===== src/rtl/code_serializer_pkg.sv =====
// Shared definitions for the serial code link (serializer side and fsmml checker).
package code_serializer_pkg;

  localparam int CODE_W = 4;

  typedef enum logic [1:0] {IDLE, SHIFT, WAIT_RESP, GAP} ser_state_t;

  function automatic int max2(input int a, input int b);
    return (a > b) ? a : b;
  endfunction

endpackage


===== src/rtl/code_serializer_piso.sv =====
// Parallel-in serial-out shift register: loads a code, shifts left, presents the MSB.
module piso_shreg
  import code_serializer_pkg::*;
#(
  parameter int N = CODE_W
) (
  input  logic         clk,
  input  logic         rst,
  input  logic         load,
  input  logic         shift,
  input  logic [N-1:0] din,
  output logic         sout
);

  logic [N-1:0] shreg;

  always_ff @(posedge clk) begin
    if (rst) begin
      shreg <= '0;
    end else if (load) begin
      shreg <= din;
    end else if (shift) begin
      shreg <= shreg << 1;
    end
  end

  // Zeros shift in, so the line returns to 0 once the last bit has gone out.
  assign sout = shreg[N-1];

endmodule


===== src/rtl/code_serializer.sv =====
// Transmit end of the serial code link: shifts one code out MSB-first, then waits
// for the checker verdict or a response timeout and reports it upstream.
//
//  state     | meaning
//  IDLE      | ready for a new code
//  SHIFT     | code bits on ser_valid/ser_data
//  WAIT_RESP | waiting for unlock_valid or timeout
//  GAP       | quiet period after a verdict
module code_serializer
  import code_serializer_pkg::*;
#(
  parameter int N            = CODE_W,
  parameter int RESP_TIMEOUT = 16,
  parameter int GAP          = 2
) (
  input  logic         clk,
  input  logic         rst,
  input  logic         p_valid,
  input  logic [N-1:0] p_data,
  output logic         p_ready,
  output logic         ser_valid,
  output logic         ser_data,
  input  logic         unlock_valid,
  input  logic         unlock,
  input  logic         incorrect,
  output logic         result_valid,
  output logic         result_pass,
  output logic         timeout,
  output logic         busy
);

  localparam int CW = $clog2(max2(max2(N, RESP_TIMEOUT), GAP) + 1);
  localparam logic [CW-1:0] BITS_INIT = CW'(N);
  localparam logic [CW-1:0] TO_LAST   = CW'(RESP_TIMEOUT - 1);
  localparam logic [CW-1:0] GAP_LAST  = (GAP > 0) ? CW'(GAP - 1) : '0;
  localparam ser_state_t    POST_VERDICT = (GAP > 0) ? code_serializer_pkg::GAP : IDLE;

  ser_state_t    state;
  logic [CW-1:0] cnt;
  logic          load;
  logic          shift_en;

  assign p_ready  = (state == IDLE);
  assign busy     = (state != IDLE);
  assign load     = p_ready && p_valid;
  assign shift_en = (state == SHIFT);

  piso_shreg #(.N(N)) u_piso (
    .clk   (clk),
    .rst   (rst),
    .load  (load),
    .shift (shift_en),
    .din   (p_data),
    .sout  (ser_data)
  );

  // cnt counts remaining bits in SHIFT, elapsed cycles in WAIT_RESP and GAP.
  always_ff @(posedge clk) begin
    if (rst) begin
      state        <= IDLE;
      cnt          <= '0;
      ser_valid    <= 1'b0;
      result_valid <= 1'b0;
      result_pass  <= 1'b0;
      timeout      <= 1'b0;
    end else begin
      result_valid <= 1'b0;
      case (state)
        IDLE: begin
          cnt <= '0;
          if (p_valid) begin
            state     <= SHIFT;
            cnt       <= BITS_INIT;
            ser_valid <= 1'b1;
          end
        end
        SHIFT: begin
          if (cnt == CW'(1)) begin
            ser_valid <= 1'b0;
            state     <= WAIT_RESP;
            cnt       <= '0;
          end else begin
            cnt <= cnt - CW'(1);
          end
        end
        WAIT_RESP: begin
          // A verdict on the expiry cycle still counts as a verdict.
          if (unlock_valid) begin
            result_valid <= 1'b1;
            result_pass  <= unlock & ~incorrect;
            timeout      <= 1'b0;
            state        <= POST_VERDICT;
            cnt          <= '0;
          end else if (cnt == TO_LAST) begin
            result_valid <= 1'b1;
            result_pass  <= 1'b0;
            timeout      <= 1'b1;
            state        <= POST_VERDICT;
            cnt          <= '0;
          end else begin
            cnt <= cnt + CW'(1);
          end
        end
        code_serializer_pkg::GAP: begin
          if (cnt == GAP_LAST) begin
            state <= IDLE;
            cnt   <= '0;
          end else begin
            cnt <= cnt + CW'(1);
          end
        end
        default: begin
          state <= IDLE;
          cnt   <= '0;
        end
      endcase
    end
  end

endmodule


===== config.mk =====
export PLATFORM = sky130hd
export DESIGN_NAME = code_serializer
export DESIGN_NICKNAME = d
export VERILOG_FILES = /design/src/rtl/code_serializer_pkg.sv /design/src/rtl/code_serializer_piso.sv /design/src/rtl/code_serializer.sv
export SDC_FILE = /design/constraint.sdc
export NUM_CORES = 1
export LEC_CHECK = 0
export ABC_AREA = 1
export CORE_MARGIN = 8
export CORE_UTILIZATION = 40
export DETAILED_ROUTE_END_ITERATION = 10
export SLEW_MARGIN = 20
export SYNTH_ARGS = -nofsm -noshare
export SYNTH_HDL_FRONTEND = slang
export SYNTH_SLANG_ARGS = --single-unit
export TNS_END_PERCENT = 100

===== constraint.sdc =====
create_clock -name clk -period 3.1 [get_ports clk]
set_input_delay 0.465 -clock clk [delete_from_list [all_inputs] [get_ports clk]]
set_output_delay 0.465 -clock clk [all_outputs]
set_load 0.01 [all_outputs]

==> run metrics, run 1 <==
synthesized flop and latch total 15; fmax 467 MHz; worst path cell trace inv_1 > ha_1 > inv_1 > clkdlybuf4s50_1; Synth warnings 0; Slew Viols, Final 0; Hold Buf Count CTS 0; clock slew at reported path FFs 0.09 ns; Area growth syn-to-layout 21.5%; CTS resizes 0; Worst Skew 0.00356 ns; Crit path top cell by count inv_1; Final Hold Fails 0; area of the multi-input gates 532 µm²; Worst VDD drop 0.000400 V; CTS tree yes; Post-Place Cells 168; root buffer cell clkbuf_4; post-place setup slack 1.27 ns; number of global-route vias before repair 843; pin count of the biggest net entering global routing 10; power per cell area 761 nW/µm²; cts bufs inserted 3; num rows 17; Slew HR 0.728; TritonRoute pass-1 iters 4; Worst Setup Start Kind register; Crit Path Class register to output port; Via density 4.87; vias 837; slowest stage delay, CP 0.56 ns; Synth area leader dfxtp_1; Setup WS post-layout 0.957 ns; CP bufs+invs 3; Data arrival, critical path 1.68 ns; DR iter-0 viols 35; nets 164; routability congestion estimate 0.767; Chip Height 64.4 µm; Cell Area, Synth 938 µm²; clk buf depth 2; Worst-Margin Slew 0.408 ns; hold path start u_piso.shreg[0]; Avg Inst Size Synth 7.39 µm²; # diodes 0; # IOs 17; largest cells by area after synthesis dfxtp_1, ha_1, inv_1; initial antenna violation count 0; Die X-Extent 64.4 µm; Worst setup EP type output port; crit path from state[0]; fill cell total of the finished layout 231; Post-Syn Nets 146; starting density of the core 0.424; Max Cap Violations 0; DRC 0; GRT Util Overall 0.103; worst min path class register to register; Final setup viols 0; WL final 2060 µm; wire length of the first global-routing pass 3590 µm; RSZ-0062 raised after global routing no; Reg area 300 µm²; total negative slack 0 ns; Max FO, Critical Path 5; CTS H-tree depth 1; Yosys cell types 22; Lkg Pwr 0.521 nW; Seq/Total Area, Yosys 0.320; Clock Latency Late Sink 0.28 ns; final worst-path cycle share 0.691; PortBufs 16; slowest CP cell clkdlybuf4s50_1; clock sinks 15; share of the synthesized area in the top cell type 0.320; fraction of layout cells with a size suffix above 1 0.0903; Cell Count, Final, Fillers Out 172; post-layout min period 2.14 ns; post-route ant nets 0; Critical Path RT 2.63 ns; Die ar. 4150 µm²; outcome complete, no violations; cell count after synthesis 127; Worst R2R Start cnt[0]; drt wl/cell 12.0 µm; core footprint 2210 µm²; DPL Wire Length 1630 µm; CP delay by family, top buffers and inverters; total congestion overflow 0; post-CTS setup buffers 0
cell type report:
type                       count  share of cell area
multi-input combinational     86               0.467
clock buffer                   4              0.0231
tap                           28              0.0307
timing repair buffer          16               0.141
inverter                      23              0.0757
sequential                    15               0.263
tightest hold or removal path: stages, from the launching register on:
cell	delay, ns
dfxtp_1	0.32
nand2_1	0.06
a21oi_1	0.06
layer usage:
layer  global-route usage  share of wire  vias to the layer above
met5                    0              0                        -
met4               0.0327         0.0087                        0
met3               0.0292          0.034                        4
met2                0.174           0.47                        7
met1                0.124           0.48                      387
li1                     -              -                      439
where the power goes:
part / internal, W / switching (W)
combinational: 0.000194 / 0.000267
clock: 0.0000499 / 0.0000607
sequential: 0.000245 / 0.0000507
total: 0.000489 / 0.000379
synthesized netlist by cell type:
library cell	instances
buf_2	1
o21ai_0	4
buf_6	1
o2bb2ai_1	1
nor3_1	3
nand4_1	1
inv_2	1
nand2_1	17
xor2_1	4
ha_1	9
nor2_4	3
nand2_4	4
nand2_2	1
clkbuf_1	1
dfxtp_1	15
a31o_2	1
a31oi_1	1
nand3_1	12
inv_1	22
a21oi_1	10
nor2_1	14
a211oi_1	1
cell usage in the layout, fill, tap and decap left out:
master and instances:
inv_1 22, nand2_1 17, clkdlybuf4s50_1 16, dfxtp_1 15
nor2_1 14, nand3_1 12, a21oi_1 10, ha_1 9
nand2_4 4, xor2_1 4, o21ai_0 4, nor3_1 3
nor2_4 3, clkbuf_4 3, nand2_2 1, inv_2 1
nand4_1 1, a31oi_1 1, o2bb2ai_1 1, a211oi_1 1
a31o_2 1, clkbuf_1 1
cells by family (layout without fill, tap and decap cells):
family                     count (synthesis)  after routing  share of synthesized area
buffers and inverters                     26             43                      0.113
DFF                                       15             15                      0.320
and+or+nand+nor                           55             55                      0.301
xor gates and xnor gates                   4              4                     0.0373
AOI/OAI and AO/OA                         18             18                      0.108
adders and majority gates                  9              9                      0.120
registers in the layout, indices dropped and copies added (netlist names):
name and flops:
cnt 5, u_piso.shreg 4, state 2, result_pass 1, result_valid 1, ser_valid 1, timeout 1
final timing paths:
check	to	slack, ns	cells after the start
setup / recovery	busy	0.96	4
hold / removal	u_piso.shreg[1]	0.47	2
setup reg to reg	state[1]	1.54	11
hold reg to reg	u_piso.shreg[1]	0.47	2
through the flow:
stage | cell area, µm² | utilization | hold slack (ns) | power [W]
3_5_place_dp | 1110 | 0.503 | 0.465 | 0.000758
3_3_place_gp | 1110 | 0.503 | 0.451 | 0.000751
5_1_grt | 1140 | 0.515 | 0.519 | 0.000945
2_1_floorplan | 938 | - | 0.435 | 0.000630
6_report | 1140 | 0.515 | 0.474 | 0.000867
4_1_cts | 1140 | 0.515 | 0.477 | 0.000871
Power figures use the tool's default switching activity.
==> run 2, diff against run 1 <==
- PLACE_DENSITY: not set -> 0.66
- clock period: 3.1 -> 1.8 ns (I/O delays scaled with it)
==> run metrics, run 2 (synthesis gave the netlist of run 1 again) <==
outcome complete, no violations; fraction of layout cells with a size suffix above 1 0.0966 (+0.00627); clock sinks 15 (unchanged); DRC 0 (unchanged); Via density 4.69 (-3.7%); post-route cell area 1140 µm² (+0.44%); core footprint 2210 µm² (unchanged); fmax 598 MHz; Max Cap Violations 0 (unchanged); Worst R2R Start cnt[0]; CTS tree yes; Internal Power 0.000836 W (+71%); Final setup viols 0 (unchanged); setup slack, reg-to-reg 0.22 ns (-1.32 ns); power per cell area 1290 nW/µm² (+70%); Chip Height 64.4 µm (unchanged); total congestion overflow 0 (unchanged); Reg2Reg Depth 11 (unchanged); WL final 1990 µm (-3.2%); Worst VDD drop 0.000676 V (+69%); Reg power frac 0.330 (-0.010); Clk network pwr share 0.129 (about the same); worst min path class register to register; Lkg Pwr 0.529 nW (+1.5%); Max FO, Critical Path 5 (unchanged); starting density of the core 0.424 (unchanged); Hold Buf Count CTS 0 (unchanged); Min-Delay Endpoint u_piso.shreg[1]; routability congestion estimate 0.827 (+7.8%); CTS H-tree depth 1 (unchanged); Slew Viols, Final 0 (unchanged); number of global-route vias before repair 762 (-9.6%); RR Endpoint state[0]; Die ar. 4150 µm² (unchanged); Die X-Extent 64.4 µm (unchanged); area post-placement 1120 µm² (+0.67%); DPL Wire Length 1540 µm (-5.8%); Critical Path RT 1.53 ns (-1.10 ns); num rows 17 (unchanged); PortBufs 16 (unchanged); initial antenna violation count 0 (unchanged); Crit Path Class register to output port; most frequent cells in the layout inv_1, nand2_1, dfxtp_1, nor2_1, clkdlybuf4s50_1; Area growth syn-to-layout 22.0%; pin count of the biggest net entering global routing 10 (unchanged); Worst-Margin Slew 0.404 ns (-0.00371 ns); cts bufs inserted 3 (unchanged); biggest regs cnt (5), u_piso.shreg (4), state (2); final worst-path cycle share 0.929; fill cell total of the finished layout 217 (-6.1%); Slew HR 0.731 (+0.00247); Worst setup EP type output port; root buffer cell clkbuf_4; Psw 0.000643 W (+70%); wire length of the first global-routing pass 3320 µm (-7.7%); post-layout min period 1.67 ns; DR iter-0 viols 36 (+2.9%); # IOs 17 (unchanged); post-route ant nets 0 (unchanged); vias 811 (-3.1%); # diodes 0 (unchanged); Worst Skew 0.00309 ns (-0.000471 ns); Data arrival, critical path 1.40 ns (-0.28 ns); hold path depth 2 (unchanged); drt wl/cell 11.5 µm (-3.8%); nets 165 (+0.61%); GRT Util Overall 0.0977 (-0.00565); most common cell after layout, fill and taps aside inv_1; RSZ-0062 raised after global routing no; Most flops, register cnt; max FFs per register 5 (unchanged); Final Hold Fails 0 (unchanged); Worst Setup Start Kind register; Clock Latency Late Sink 0.28 ns (about the same); TritonRoute pass-1 iters 4 (unchanged); clk buf depth 2 (unchanged); total negative slack 0 ns (unchanged); clock slew at reported path FFs 0.08 ns (about the same); hold path start u_piso.shreg[0]; Comb pwr share 0.541 (+0.009); Sw Share 0.435 (-0.00187)
run 2: cell types whose count changed in the layout (fill, tap and decap cells not counted):
cell / before / now
dlygate4sd2_1: 0 / 2
clkdlybuf4s50_1: 16 / 14
buf_4: 0 / 1
run 2: final cells by class:
type                    count  area, µm²  area share
multi-input cells          86        532       0.464
flip-flops and latches     15        300       0.262
repair buffers             17        165       0.144
inverters                  23       86.3      0.0754
well taps                  28       35.0      0.0306
clock buffers               4       26.3      0.0230
run 2: worst max-delay path: stages (launching register included):
cell and delay (ns):
dfxtp_1 0.38, inv_1 0.08, ha_1 0.25, inv_1 0.11, dlygate4sd2_1 0.29
run 2: through the flow:
step	instances	setup WS [ns]	power (W)	util	hold slack [ns]
4_1_cts	173	0.101	0.00149	0.518	0.469
3_3_place_gp	169	0.207	0.00130	0.507	0.449
2_1_floorplan	127	0.429	0.00109	-	0.366
6_report	173	0.127	0.00148	0.518	0.466
3_5_place_dp	169	0.163	0.00131	0.507	0.459
5_1_grt	173	0.0224	0.00162	0.518	0.511
run 2: layer usage:
layer  up-vias  global-route usage  wire length (µm)
met4         0              0.0245                10
met3         2              0.0412               119
met5         -                   0                 0
li1        433                   -                 -
met2        16               0.154               944
met1       360               0.120               919
run 2: worst max-delay path by stage:
stage / startpoint / end / slack [ns] / cells past startpoint
final: state[0] / busy / 0.13 / 4
after global routing: cnt[0] / state[0] / 0.02 / 11
after CTS: state[0] / busy / 0.10 / 4
after detailed placement: state[0] / busy / 0.16 / 4
after global placement: state[0] / busy / 0.21 / 4
after floorplan: cnt[0] / state[0] / 0.43 / 10
run 2: power groups by stage:
stage | Clock (W) | Sequential (W) | Combinational, W
after floorplan | 0 | 0.000495 | 0.000590
after global placement | 0 | 0.000491 | 0.000812
after detailed placement | 0 | 0.000496 | 0.000814
after CTS | 0.000203 | 0.000490 | 0.000802
after global routing | 0.000214 | 0.000501 | 0.000902
final | 0.000191 | 0.000488 | 0.000801
run 2: timing repair:
item,in CTS,in global routing
endpoints found under the setup margin,2,0
resized for setup,2,0
setup buffers,0,0
endpoints found under the hold margin,0,0
